**src/rtl/regfile_pkg.sv**
```systemverilog
// Shared constants and types for the multiport register file and its read ports.
package regfile_pkg;

  localparam int DATA_W_DEF = 8;
  localparam int ADDR_W_DEF = 3;

  // A read port is either presenting a fresh result this cycle or idle.
  typedef enum logic {
    RP_IDLE  = 1'b0,
    RP_VALID = 1'b1
  } rport_state_e;

  typedef struct packed {
    logic [DATA_W_DEF-1:0] data;
    logic                  valid;
    logic                  busy;
  } rport_t;

endpackage

```
**src/rtl/rf_read_port.sv**
```systemverilog
// One registered read port: write-first bypass, zero-entry masking, and output registers.
module rf_read_port
  import regfile_pkg::*;
#(
  parameter int DATA_W   = DATA_W_DEF,
  parameter int ADDR_W   = ADDR_W_DEF,
  parameter int ZERO_REG = 0
) (
  input  logic              clk,
  input  logic              reset,
  input  logic              rd_en_i,
  input  logic [ADDR_W-1:0] raddr_i,
  input  logic [DATA_W-1:0] mem_rdata_i,
  input  logic              busy_nxt_i,
  input  logic              we_i,
  input  logic [ADDR_W-1:0] waddr_i,
  input  logic [DATA_W-1:0] wdata_i,
  output logic [DATA_W-1:0] rdata_o,
  output logic              rvalid_o,
  output logic              rbusy_o
);

  rport_state_e      state_q, state_d;
  logic [DATA_W-1:0] data_q, data_d;
  logic              rbusy_q, rbusy_d;
  logic              bypass_hit;
  logic              zero_hit;

  assign bypass_hit = we_i && (waddr_i == raddr_i);
  assign zero_hit   = (ZERO_REG != 0) && (raddr_i == '0);

  // Idle cycles hold the last data and busy flag; only the valid pulse drops.
  always_comb begin
    state_d = RP_IDLE;
    data_d  = data_q;
    rbusy_d = rbusy_q;
    if (rd_en_i) begin
      state_d = RP_VALID;
      data_d  = bypass_hit ? wdata_i : mem_rdata_i;
      rbusy_d = busy_nxt_i;
      if (zero_hit) begin
        data_d  = '0;
        rbusy_d = 1'b0;
      end
    end
  end

  always_ff @(posedge clk) begin
    if (reset) begin
      state_q <= RP_IDLE;
      data_q  <= '0;
      rbusy_q <= 1'b0;
    end else begin
      state_q <= state_d;
      data_q  <= data_d;
      rbusy_q <= rbusy_d;
    end
  end

  assign rdata_o  = data_q;
  assign rvalid_o = (state_q == RP_VALID);
  assign rbusy_o  = rbusy_q;

endmodule

```
**src/rtl/multiport_register_file.sv**
```systemverilog
// 2-read/1-write register file with per-entry pending bits and optional hard-wired zero entry.
module multiport_register_file
  import regfile_pkg::*;
#(
  parameter int DATA_W   = DATA_W_DEF,
  parameter int ADDR_W   = ADDR_W_DEF,
  parameter int ZERO_REG = 0
) (
  input  logic                 clk,
  input  logic                 reset,
  input  logic                 we,
  input  logic [ADDR_W-1:0]    waddr,
  input  logic [DATA_W-1:0]    wdata,
  input  logic                 rsv_en,
  input  logic [ADDR_W-1:0]    rsv_addr,
  input  logic                 rd_en_a,
  input  logic                 rd_en_b,
  input  logic [ADDR_W-1:0]    raddr_a,
  input  logic [ADDR_W-1:0]    raddr_b,
  output logic [DATA_W-1:0]    rdata_a,
  output logic [DATA_W-1:0]    rdata_b,
  output logic                 rvalid_a,
  output logic                 rvalid_b,
  output logic                 rbusy_a,
  output logic                 rbusy_b,
  output logic [2**ADDR_W-1:0] busy
);

  localparam int DEPTH = 2**ADDR_W;

  logic [DATA_W-1:0] mem_q [DEPTH];
  logic [DEPTH-1:0]  busy_q, busy_d;
  logic              wr_ok;
  logic              rsv_ok;

  assign wr_ok  = we     && !((ZERO_REG != 0) && (waddr == '0));
  assign rsv_ok = rsv_en && !((ZERO_REG != 0) && (rsv_addr == '0));

  // Reserve is applied after the write so a same-cycle reservation keeps the entry pending.
  always_comb begin
    busy_d = busy_q;
    if (wr_ok)  busy_d[waddr]    = 1'b0;
    if (rsv_ok) busy_d[rsv_addr] = 1'b1;
  end

  always_ff @(posedge clk) begin
    if (reset) begin
      for (int i = 0; i < DEPTH; i++) mem_q[i] <= '0;
      busy_q <= '0;
    end else begin
      if (wr_ok) mem_q[waddr] <= wdata;
      busy_q <= busy_d;
    end
  end

  assign busy = busy_q;

  rf_read_port #(.DATA_W(DATA_W), .ADDR_W(ADDR_W), .ZERO_REG(ZERO_REG)) u_port_a (
    .clk         (clk),
    .reset       (reset),
    .rd_en_i     (rd_en_a),
    .raddr_i     (raddr_a),
    .mem_rdata_i (mem_q[raddr_a]),
    .busy_nxt_i  (busy_d[raddr_a]),
    .we_i        (we),
    .waddr_i     (waddr),
    .wdata_i     (wdata),
    .rdata_o     (rdata_a),
    .rvalid_o    (rvalid_a),
    .rbusy_o     (rbusy_a)
  );

  rf_read_port #(.DATA_W(DATA_W), .ADDR_W(ADDR_W), .ZERO_REG(ZERO_REG)) u_port_b (
    .clk         (clk),
    .reset       (reset),
    .rd_en_i     (rd_en_b),
    .raddr_i     (raddr_b),
    .mem_rdata_i (mem_q[raddr_b]),
    .busy_nxt_i  (busy_d[raddr_b]),
    .we_i        (we),
    .waddr_i     (waddr),
    .wdata_i     (wdata),
    .rdata_o     (rdata_b),
    .rvalid_o    (rvalid_b),
    .rbusy_o     (rbusy_b)
  );

endmodule

```
**config.mk**
```make
export PLATFORM = sky130hd
export DESIGN_NAME = multiport_register_file
export DESIGN_NICKNAME = d
export VERILOG_FILES = /design/src/rtl/regfile_pkg.sv /design/src/rtl/rf_read_port.sv /design/src/rtl/multiport_register_file.sv
export SDC_FILE = /design/constraint.sdc
export NUM_CORES = 1
export LEC_CHECK = 0
export CAP_MARGIN = 20
export CORE_MARGIN = 2
export CORE_UTILIZATION = 38
export CTS_CLUSTER_DIAMETER = 200
export DETAILED_ROUTE_END_ITERATION = 10
export PLACE_DENSITY = 0.66
export SLEW_MARGIN = 20
export SYNTH_ARGS = -nofsm -noshare
export SYNTH_HDL_FRONTEND = slang
export SYNTH_SLANG_ARGS = --single-unit
export TNS_END_PERCENT = 5
```
**constraint.sdc**
```tcl
create_clock -name clk -period 2 [get_ports clk]
set_clock_uncertainty 0.05 [all_clocks]
set_input_delay 0.6 -clock clk [delete_from_list [all_inputs] [get_ports clk]]
set_output_delay 0.6 -clock clk [all_outputs]
set_load 0.01 [all_outputs]
```
### After elaboration in Yosys (flattened, before gate mapping)

Memories as Yosys holds them, arrays and structs flattened. A register that Yosys moved wholly into a read port is not among the register bits.
Index checks and enable logic that the tools add are counted.

| storage, ports and cells | value |
|---|---|
| memories kept | 1 |
| word-level logic and storage cells | 38 |
| bits in read-only memories | 0 |
| RAM bits | 64 |
| output and inout port bits | 28 |
| register bits | 12 |
| latch bits | 0 |
| input bits | 26 |

Memory list:

| name | words | width | rd ports | clocked after memory_dff | wr ports | RTL line | source |
|---|---|---|---|---|---|---|---|
| mem_q | 8 | 8 | 2 | 2 | 8 | multiport_register_file.sv:31 | `logic [DATA_W-1:0] mem_q [DEPTH];` |

| operators by class | value |
|---|---|
| reduce and logical (&&, ||, !) cells | 3 |
| equal/unequal tests | 0 |
| $lt $le $gt $ge | 6 |
| mux-type cells | 20 |
| $add $sub $neg | 0 |
| divide/modulo/power cells | 0 |
| shift operators | 0 |
| bitwise operators | 3 |
| $mul | 0 |

Operators by type and width:

| cell | count |
|---|---|
| 8-bit 2-to-1 mux | 3 |
| 3-bit by 4-bit less-than comparator with 1-bit output, second input constant | 4 |
| 1-bit 2-to-1 mux | 12 |
| 8-bit bitwise AND | 1 |
| 8-bit NOT | 1 |
| 8-bit bitwise OR | 1 |
| 8-bit OR reduction | 1 |
| 1-bit binary-select mux with 3-bit select | 2 |
| 1-bit demux with 3-bit select | 2 |
| 3-bit by 1-bit >= comparator with 1-bit output, second input constant | 2 |
| 3-bit 2-to-1 mux | 1 |
| 1-bit logical AND | 2 |

### Longest topological paths before layout

Gate-level depths: netlist (run 1).

| depth | value |
|---|---|
| word-level depth | 11 |
| gate-level depth with buffers | 7 |
| mapped depth without buffers | 5 |

### Cells and area by module

From an unflattened synthesis (run 1), not the netlist that was laid out.

| unflattened totals | value |
|---|---|
| cell total of the unflattened synthesis | 452 |
| area, all modules | 5225.0 um^2 |

By module, submodules not included:

| module | sequential area each (um^2) | times used | area each (um^2) | cells an instance |
|---|---|---|---|---|
| multiport_register_file | 2082.0 | 1 | 4119.0 | 324 |
| rf_read_port | 200.2 | 2 | 553.0 | 64 |

### Worst setup path before layout (run 1)

OpenSTA, ideal clock, no wires.

| timing | value |
|---|---|
| path kind | input -> register |
| from | in raddr_b[0] |
| to | reg u_port_b.data_q[4] (netlist: u_port_b.rdata_o[4]) (read register of mem_q) |
| buffers on the path | 1 |
| library setup time | 0.132 ns |
| data required time | 1.818 ns |
| path slack | 0.235 ns |
| stages | 6 |
| arrival | 1.583 ns |
| cells stage by stage | buf_6 > mux4_2 > mux2i_1 > nand2_1 > o211ai_1 > a21oi_1 |

RTL lines:

| what | RTL line | source |
|---|---|---|
| from (decl) | multiport_register_file.sv:19 | `input logic [ADDR_W-1:0] raddr_b,` |
| to (decl) | rf_read_port.sv:24 | `logic [DATA_W-1:0] data_q, data_d;` |

==> run summary, run 1 <==
Worst hold path
• flip-flop to flip-flop — class of the tightest hold or removal check
• u_port_b.rdata_o[3] — hold endpoint
• u_port_b.rdata_o[3] — critical hold path startpoint
• 2 — Worst Hold Path Cells

GRT
• 20.7% — GRT Util Overall
• 3686 — via count of the first global-routing pass
• 21400 microns — wire length of the first global-routing pass
• met2 — GRT busiest layer
• 26.9% — fraction of met1 tracks used by global routing
• 35 — pin count of the biggest net entering global routing
• 0 — global-route congestion overflow total
• 0 — antenna violations before repair
• 4.26% — met3 usage in global routing
• 35.3% — fraction of met2 tracks used by global routing

Floorplanning
• 41 — number of rows in the core area
• 118 microns — die span in y
• 118 microns — Horiz. Die Dim
• 38.9% — starting density of the core
• 13800 sq um — die footprint
• 54 — boundary pin count
• 12600 sq um — Floorplan Core Area

Synth
• 4910 sq um — netlist area before placement
• 50.6% — sequential cell area fraction in the yosys report
• 64 — count of flip-flops with a built-in enable after synthesis
• 0 — number of warnings issued by yosys
• 386 — number of instances in the synthesized netlist
• 12.7 sq um — Post-Syn Area per Cell
• 0% — share of synthesized cell area in full adder, half adder and majority cells
• 1.07% — xor/xnor cell area share of the yosys netlist
• sky130_fd_sc_hd__edfxtp_1 — most common flop cell mapped by yosys
• 92 — synthesis-stage register bit count
• 19.5% — simple logic cell fraction of the synthesized area
• 0% — FFs w/ async S/R, synth
• 7.75% — area fraction in compound gates after synthesis
• simple AND/OR/NAND/NOR gates — largest family of logic cells by synthesized area
• sky130_fd_sc_hd__edfxtp_1, sky130_fd_sc_hd__mux4_2, sky130_fd_sc_hd__dfxtp_1, sky130_fd_sc_hd__and2_1, sky130_fd_sc_hd__nand2b_1 — cells taking the most area after synthesis
• 412 — Synthesized Nets
• 17.6% — multiplexer share of the synthesized area
• sky130_fd_sc_hd__edfxtp_1 — cell type with the highest aggregate area in the netlist
• 39.2% — top-area cell type share of the netlist area
• 42 — number of distinct standard cells referenced by the synthesized netlist

Clock tree
• 2 — clk buf depth
• 350 ps — clock latency at the later pin of the worst-skew pair
• 60 ps — Clock transition at path regs
• 92 — sinks on the clock net
• done — TritonCTS clock tree
• 9 — total clock buffers created by CTS
• 0 — number of hold buffers added after cts
• 3 — CTS H-tree depth
• sky130_fd_sc_hd__clkbuf_16 — library cell used as clock root buffer

Timing
• 1980 ps — final critical path time including I/O delays and setup
• 419 ps — post-route worst hold slack
• 22.6 ps — PnR worst setup slack
• 0.506 GHz — maximum clock frequency
• 0 — final count of pins violating max slew
• 61.1% — Slew headroom
• 0 — # setup viols final
• true — unrepaired setup endpoints after global routing
• 98.9% — post-route clock period utilization
• 0 — final hold violation count
• 582 ps — slew of the pin with the lowest slew margin

Pwr
• 725 nW/um^2 — Power Dens Cells
• 2.44 nW — Leak Pwr
• 0.491 mV — maximum vdd drop

Routing
• 3714 — total via count in the routed design
• 0 — remaining routing DRC violations
• 366 — initial drt markers
• 5.58 — vias per std cell
• 0 — ANT nets after route
• 21.0 microns — average wire per standard cell
• 6 — detailed-routing iteration count for the pre-antenna-repair pass
• 14000 microns — final routed wirelength across all metal layers

Worst setup path
• 5 — R2R cell count
• 2140 ps — arrival time worst endpoint
• u_port_b.rdata_o[2] — reg-to-reg endpoint
• mem_q[3][2] — worst flop-to-flop path startpoint
• 11 — worst-path maximum fanout
• 2160 ps — CP required
• 510 ps — worst-case register-to-register setup slack
• flip-flop — Critical Path Sink Type
• input port to flip-flop — start-to-end type of the worst setup path
• input port — kind of start point of the critical path

Place
• 53 — input/output buffers
• -579 ps — Place WS
• 9480 microns — HPWL after detailed placement
• 0.790 — final RePlAce weighted congestion
• 649 — number of placed cells counting well taps

Final layout
• 1130 — filler instances
• 515 — Final Net Count
• 666 — final std cells w/o fill
• sky130_fd_sc_hd__and2_1, sky130_fd_sc_hd__edfxtp_1, sky130_fd_sc_hd__clkdlybuf4s50_1, sky130_fd_sc_hd__buf_4, sky130_fd_sc_hd__mux4_2 — highest-count cells in the layout ignoring fill and taps
• 29.4% — fraction of layout instances using a drive strength above 1
• 0 — number of antenna repair diodes
• 34.5% — signed area change from the synthesized netlist to the final layout

Flow run
• 0 — max-cap check violation count

Outcome
• finished clean — status

-- area by class of cell --
cell class | instances | area [sq um] | area share [%]
Sequential cell | 92 | 2480 | 37.6
Multi-Input combinational cell | 266 | 2360 | 35.8
Timing Repair Buffer | 116 | 1220 | 18.5
Clock buffer | 9 | 225 | 3.41
Tap cell | 172 | 215 | 3.26
Clock inverter | 7 | 76.3 | 1.16
Inverter | 4 | 15.0 | 0.228
-- worst max-delay path by stage --
stage                     endpoint  startpoint  slack (ps)  depth (start not counted)
6_report       u_port_a.rdata_o[5]  raddr_a[2]          20                          7
3_5_place_dp           mem_q[6][4]    waddr[2]        -580                          5
2_1_floorplan  u_port_b.rdata_o[4]  raddr_b[0]         230                          6
5_1_grt                mem_q[6][6]       reset         -20                          5
4_1_cts           u_port_b.rbusy_o    waddr[1]        -150                          8
3_3_place_gp           mem_q[7][4]    waddr[2]        -550                          5
-- stage by stage --
step | TNS (ps) | utilization, % | area (sq um) | total power, mW
after floorplan | 0 | - | 4910 | 2.66
after global placement | -56760 | 48.8 | 6160 | 3.04
after detailed placement | -60430 | 48.8 | 6160 | 3.07
after CTS | -327 | 51.5 | 6490 | 4.79
after global routing | -97.7 | 52.3 | 6600 | 4.94
final | 0 | 52.3 | 6600 | 4.79
-- registers in the layout (all words and copies together), names as in the netlist --
name               count
mem_q                 64
busy                   8
u_port_a.rdata_o       8
u_port_b.rdata_o       8
u_port_a.rbusy_o       1
u_port_a.rvalid_o      1
u_port_b.rbusy_o       1
u_port_b.rvalid_o      1
-- where the power goes --
group	internal [mW]	switching, mW	total [mW]
combinational	0.448	0.382	0.829
clock	0.975	0.756	1.73
sequential	2.16	0.0640	2.22
-- kinds of logic (layout without fill, tap and decap cells) --
group | after synthesis | after routing
compound gates | 54 | 54
xor+xnor | 6 | 6
buf+inv | 28 | 136
flops | 92 | 92
mux | 44 | 44
simple gates | 162 | 162
-- per-layer routing --
layer	wire length (microns)	vias to the layer above
li1	-	1653
met1	5570	1848
met2	7080	181
met3	1090	32
met4	265	0
met5	0	-
-- cell usage after synthesis (2+ instances only) --
library cell               number
sky130_fd_sc_hd__a31o_1         8
sky130_fd_sc_hd__and2_1        64
sky130_fd_sc_hd__nand4_2        2
sky130_fd_sc_hd__edfxtp_1      64
sky130_fd_sc_hd__o211ai_1       3
sky130_fd_sc_hd__mux4_2        34
sky130_fd_sc_hd__buf_2          7
sky130_fd_sc_hd__mux2i_1       10
sky130_fd_sc_hd__nand3_1        3
sky130_fd_sc_hd__xnor2_1        6
sky130_fd_sc_hd__a31oi_1        2
sky130_fd_sc_hd__nand4b_1       2
sky130_fd_sc_hd__o211ai_2       5
sky130_fd_sc_hd__o32ai_1        2
sky130_fd_sc_hd__inv_1          3
sky130_fd_sc_hd__a21oi_1       19
sky130_fd_sc_hd__o221ai_1       2
sky130_fd_sc_hd__buf_4          3
sky130_fd_sc_hd__and4b_1        2
sky130_fd_sc_hd__o21ai_0        7
sky130_fd_sc_hd__nand2_1       26
sky130_fd_sc_hd__dfxtp_1       28
sky130_fd_sc_hd__nand3b_1       3
sky130_fd_sc_hd__and2b_1        2
sky130_fd_sc_hd__nor2_1        17
sky130_fd_sc_hd__buf_6          6
sky130_fd_sc_hd__nand2b_1      29
sky130_fd_sc_hd__nor2b_1        3
sky130_fd_sc_hd__a32oi_1        4
sky130_fd_sc_hd__clkbuf_1       8
-- worst max-delay path, cell delays in order --
cell and delay, ps:
sky130_fd_sc_hd__clkdlybuf4s50_1 560, sky130_fd_sc_hd__buf_4 250, sky130_fd_sc_hd__clkinv_1 130, sky130_fd_sc_hd__buf_4 200, sky130_fd_sc_hd__nand2_1 70, sky130_fd_sc_hd__a31o_1 230
sky130_fd_sc_hd__a21oi_1 80
-- what timing repair did --
| item | CTS | global route |
|---|---|---|
| setup buffers | 0 | 1 |
| resized for setup | 14 | 19 |
| endpoints found under the setup margin | 99 | 97 |
| pin swaps | 1 | 6 |
No activity file was read; power rests on OpenSTA's default activity.
==> run 2: changes to the inputs <==
ABC_AREA = 0   (was default)
==> results of run 2 <==
The final DEF is identical to that of run 1; final timing and power are the same.
==> run 3: changes to the inputs <==
PLACE_DENSITY = 0.68   (was 0.66)
clock period = 1.8 ns   (was 2 ns; I/O delays follow)
==> run summary, run 3 (same netlist as run 1, synthesis figures left out) <==
Final layout
• mem_q — Top reg by flops
• 2480 sq um — footprint of the flip-flops and latches, unchanged
• 6760 sq um — final design area excluding fillers, +2.4%
• 64 — max reg flops, unchanged
• 31.3% — fraction of layout instances using a drive strength above 1, +2.0 points
• 0 — number of antenna repair diodes, unchanged
• sky130_fd_sc_hd__and2_1, sky130_fd_sc_hd__edfxtp_1, sky130_fd_sc_hd__buf_4 — highest-count cells in the layout ignoring fill and taps
• 37.7% — signed area change from the synthesized netlist to the final layout
• 2390 sq um — area taken by multi-input logic gates, +1.2%
• 1064 — filler instances, -5.8%
• 53.5% — Core Util, Final, +1.3 points
• 525 — Final Net Count, +1.9%

Floorplanning
• 54 — boundary pin count, unchanged
• 38.9% — starting density of the core, unchanged
• 118 microns — Horiz. Die Dim, unchanged
• 13800 sq um — die footprint, unchanged
• 118 microns — die span in y, unchanged
• 41 — number of rows in the core area, unchanged
• 12600 sq um — Floorplan Core Area, unchanged

Routing
• 14400 microns — final routed wirelength across all metal layers, +2.6%
• 5460 microns — met1 routed wirelength after detailed routing, -2.0%
• met4 — uppermost routed layer
• 5.45 — vias per std cell, -2.3%
• 1100 microns — Routed met3 length, +1.5%
• 0 — ANT nets after route, unchanged
• 3682 — total via count in the routed design, -0.86%
• 7430 microns — met2 WL, +5.0%
• 21.2 microns — average wire per standard cell, +1.1%
• 388 — initial drt markers, +6.0%
• 5 — detailed-routing iteration count for the pre-antenna-repair pass, -1
• 0 — remaining routing DRC violations, unchanged

Clock tree
• 2 — clk buf depth, unchanged
• 0 — number of hold buffers added after cts, unchanged
• 70 ps — Clock transition at path regs, about the same
• 92 — sinks on the clock net, unchanged
• sky130_fd_sc_hd__clkbuf_16 — library cell used as clock root buffer
• 3 — CTS H-tree depth, unchanged
• 9 — total clock buffers created by CTS, unchanged
• 350 ps — clock latency at the later pin of the worst-skew pair, about the same
• done — TritonCTS clock tree

Worst setup path
• 280 ps — worst-case register-to-register setup slack, -230 ps
• 5 — R2R cell count, unchanged
• 10 — worst-path maximum fanout, -1
• u_port_a.rdata_o[0] — Worst setup endpoint
• mem_q[1][2] — worst flop-to-flop path startpoint
• input port to flip-flop — start-to-end type of the worst setup path
• flip-flop — Critical Path Sink Type
• 1980 ps — arrival time worst endpoint, -160 ps
• u_port_b.rdata_o[2] — reg-to-reg endpoint
• reset — startpoint of the most critical setup path
• 1990 ps — CP required, -170 ps
• input port — kind of start point of the critical path

Place
• 9700 microns — HPWL after detailed placement, +2.4%
• 0.859 — final RePlAce weighted congestion, +8.8%
• 53 — input/output buffers, unchanged
• 6170 sq um — total placed instance area, +0.16%

GRT
• 21 — pin count of the biggest net entering global routing, -40%
• 0 — global-route congestion overflow total, unchanged
• 3805 — via count of the first global-routing pass, +3.2%
• 0 — antenna violations before repair, unchanged
• 21.0% — GRT Util Overall, +0.32 points
• 21700 microns — wire length of the first global-routing pass, +1.2%

Pwr
• 0.541 mV — maximum vdd drop, +10%
• 803 nW/um^2 — Power Dens Cells, +11%
• 2.69 nW — Leak Pwr, +10%

Worst hold path
• flip-flop to flip-flop — class of the tightest hold or removal check

Timing
• 0 — final hold violation count, unchanged
• 0 — # setup viols final, unchanged
• 511 ps — slew of the pin with the lowest slew margin, -71.6 ps
• 1800 ps — final critical path time including I/O delays and setup
• 99.8% — post-route clock period utilization
• 65.8% — Slew headroom, +4.6 points
• 0 — final count of pins violating max slew, unchanged
• 414 ps — post-route worst hold slack, -5.07 ps
• true — unrepaired setup endpoints after global routing
• 0.557 GHz — maximum clock frequency

Flow run
• 0 — max-cap check violation count, unchanged

Outcome
• finished clean — status

run 3: cell types whose count changed in the layout (fill, tap and decap cells not counted), sizes merged:
| cell | before | now |
|---|---|---|
| clkinv | 4 | 3 |
| dlygate4sd2 | 3 | 33 |
| inv | 4 | 7 |
| clkinvlp | 2 | 0 |
| clkdlybuf4s15 | 0 | 2 |
| bufbuf | 0 | 3 |
| clkdlybuf4s50 | 45 | 11 |
| dlymetal6s2s | 5 | 6 |
| buf | 63 | 71 |
run 3: layer usage:
layer / vias to the layer above / track usage (%)
li1: 1672 / -
met1: 1802 / 25.0
met2: 178 / 37.5
met3: 30 / 4.12
met4: 0 / 7.83
met5: - / 0
run 3: layout make-up:
class / count / area share, %
Sequential cell: 92 / 36.7
Multi-Input combinational cell: 266 / 35.4
Timing Repair Buffer: 126 / 19.8
Clock buffer: 9 / 3.33
Tap cell: 172 / 3.18
Clock inverter: 7 / 1.37
Inverter: 4 / 0.222
run 3: worst max-delay path: stages:
cell and delay, ps:
sky130_fd_sc_hd__dlygate4sd2_1 280, sky130_fd_sc_hd__buf_4 160, sky130_fd_sc_hd__and2b_2 240, sky130_fd_sc_hd__nand4_4 140
sky130_fd_sc_hd__buf_6 180, sky130_fd_sc_hd__o21ai_0 180, sky130_fd_sc_hd__a31o_1 180, sky130_fd_sc_hd__a21oi_1 80
run 3: where the power goes:
group          internal (mW)  switching [mW]  leakage [nW]
logic                  0.508           0.442          1.69
clock network           1.12           0.895         0.156
registers               2.40          0.0683         0.849
run 3: worst min-delay path by stage:
stage / start / to / slack [ps] / depth (start not counted)
floorplan: u_port_a.rdata_o[0] / u_port_a.rdata_o[0] / 440 / 2
global route: u_port_a.rdata_o[2] / u_port_a.rdata_o[2] / 430 / 2
CTS: u_port_a.rdata_o[2] / u_port_a.rdata_o[2] / 420 / 2
detailed placement: u_port_b.rdata_o[1] / u_port_b.rdata_o[1] / 410 / 2
finish: u_port_a.rdata_o[2] / u_port_a.rdata_o[2] / 410 / 2
global placement: u_port_b.rdata_o[2] / u_port_b.rdata_o[2] / 410 / 2
run 3: per-stage QoR:
stage,TNS [ps],cells,setup slack (ps),total power [mW]
2_1_floorplan,0,386,94.7,2.96
3_3_place_gp,-71820,652,-600,3.38
3_5_place_dp,-73990,652,-660,3.41
4_1_cts,0,676,2.77,5.43
5_1_grt,-37.8,676,-23.8,5.58
6_report,0,676,3.77,5.43
run 3: timing repair:
action                     in CTS  in global routing
setup buffers                   3                  0
setup endpoints to repair     169                 24
gates cloned                    5                  0
gates resized for setup        67                 13
pin swaps                       2                  3
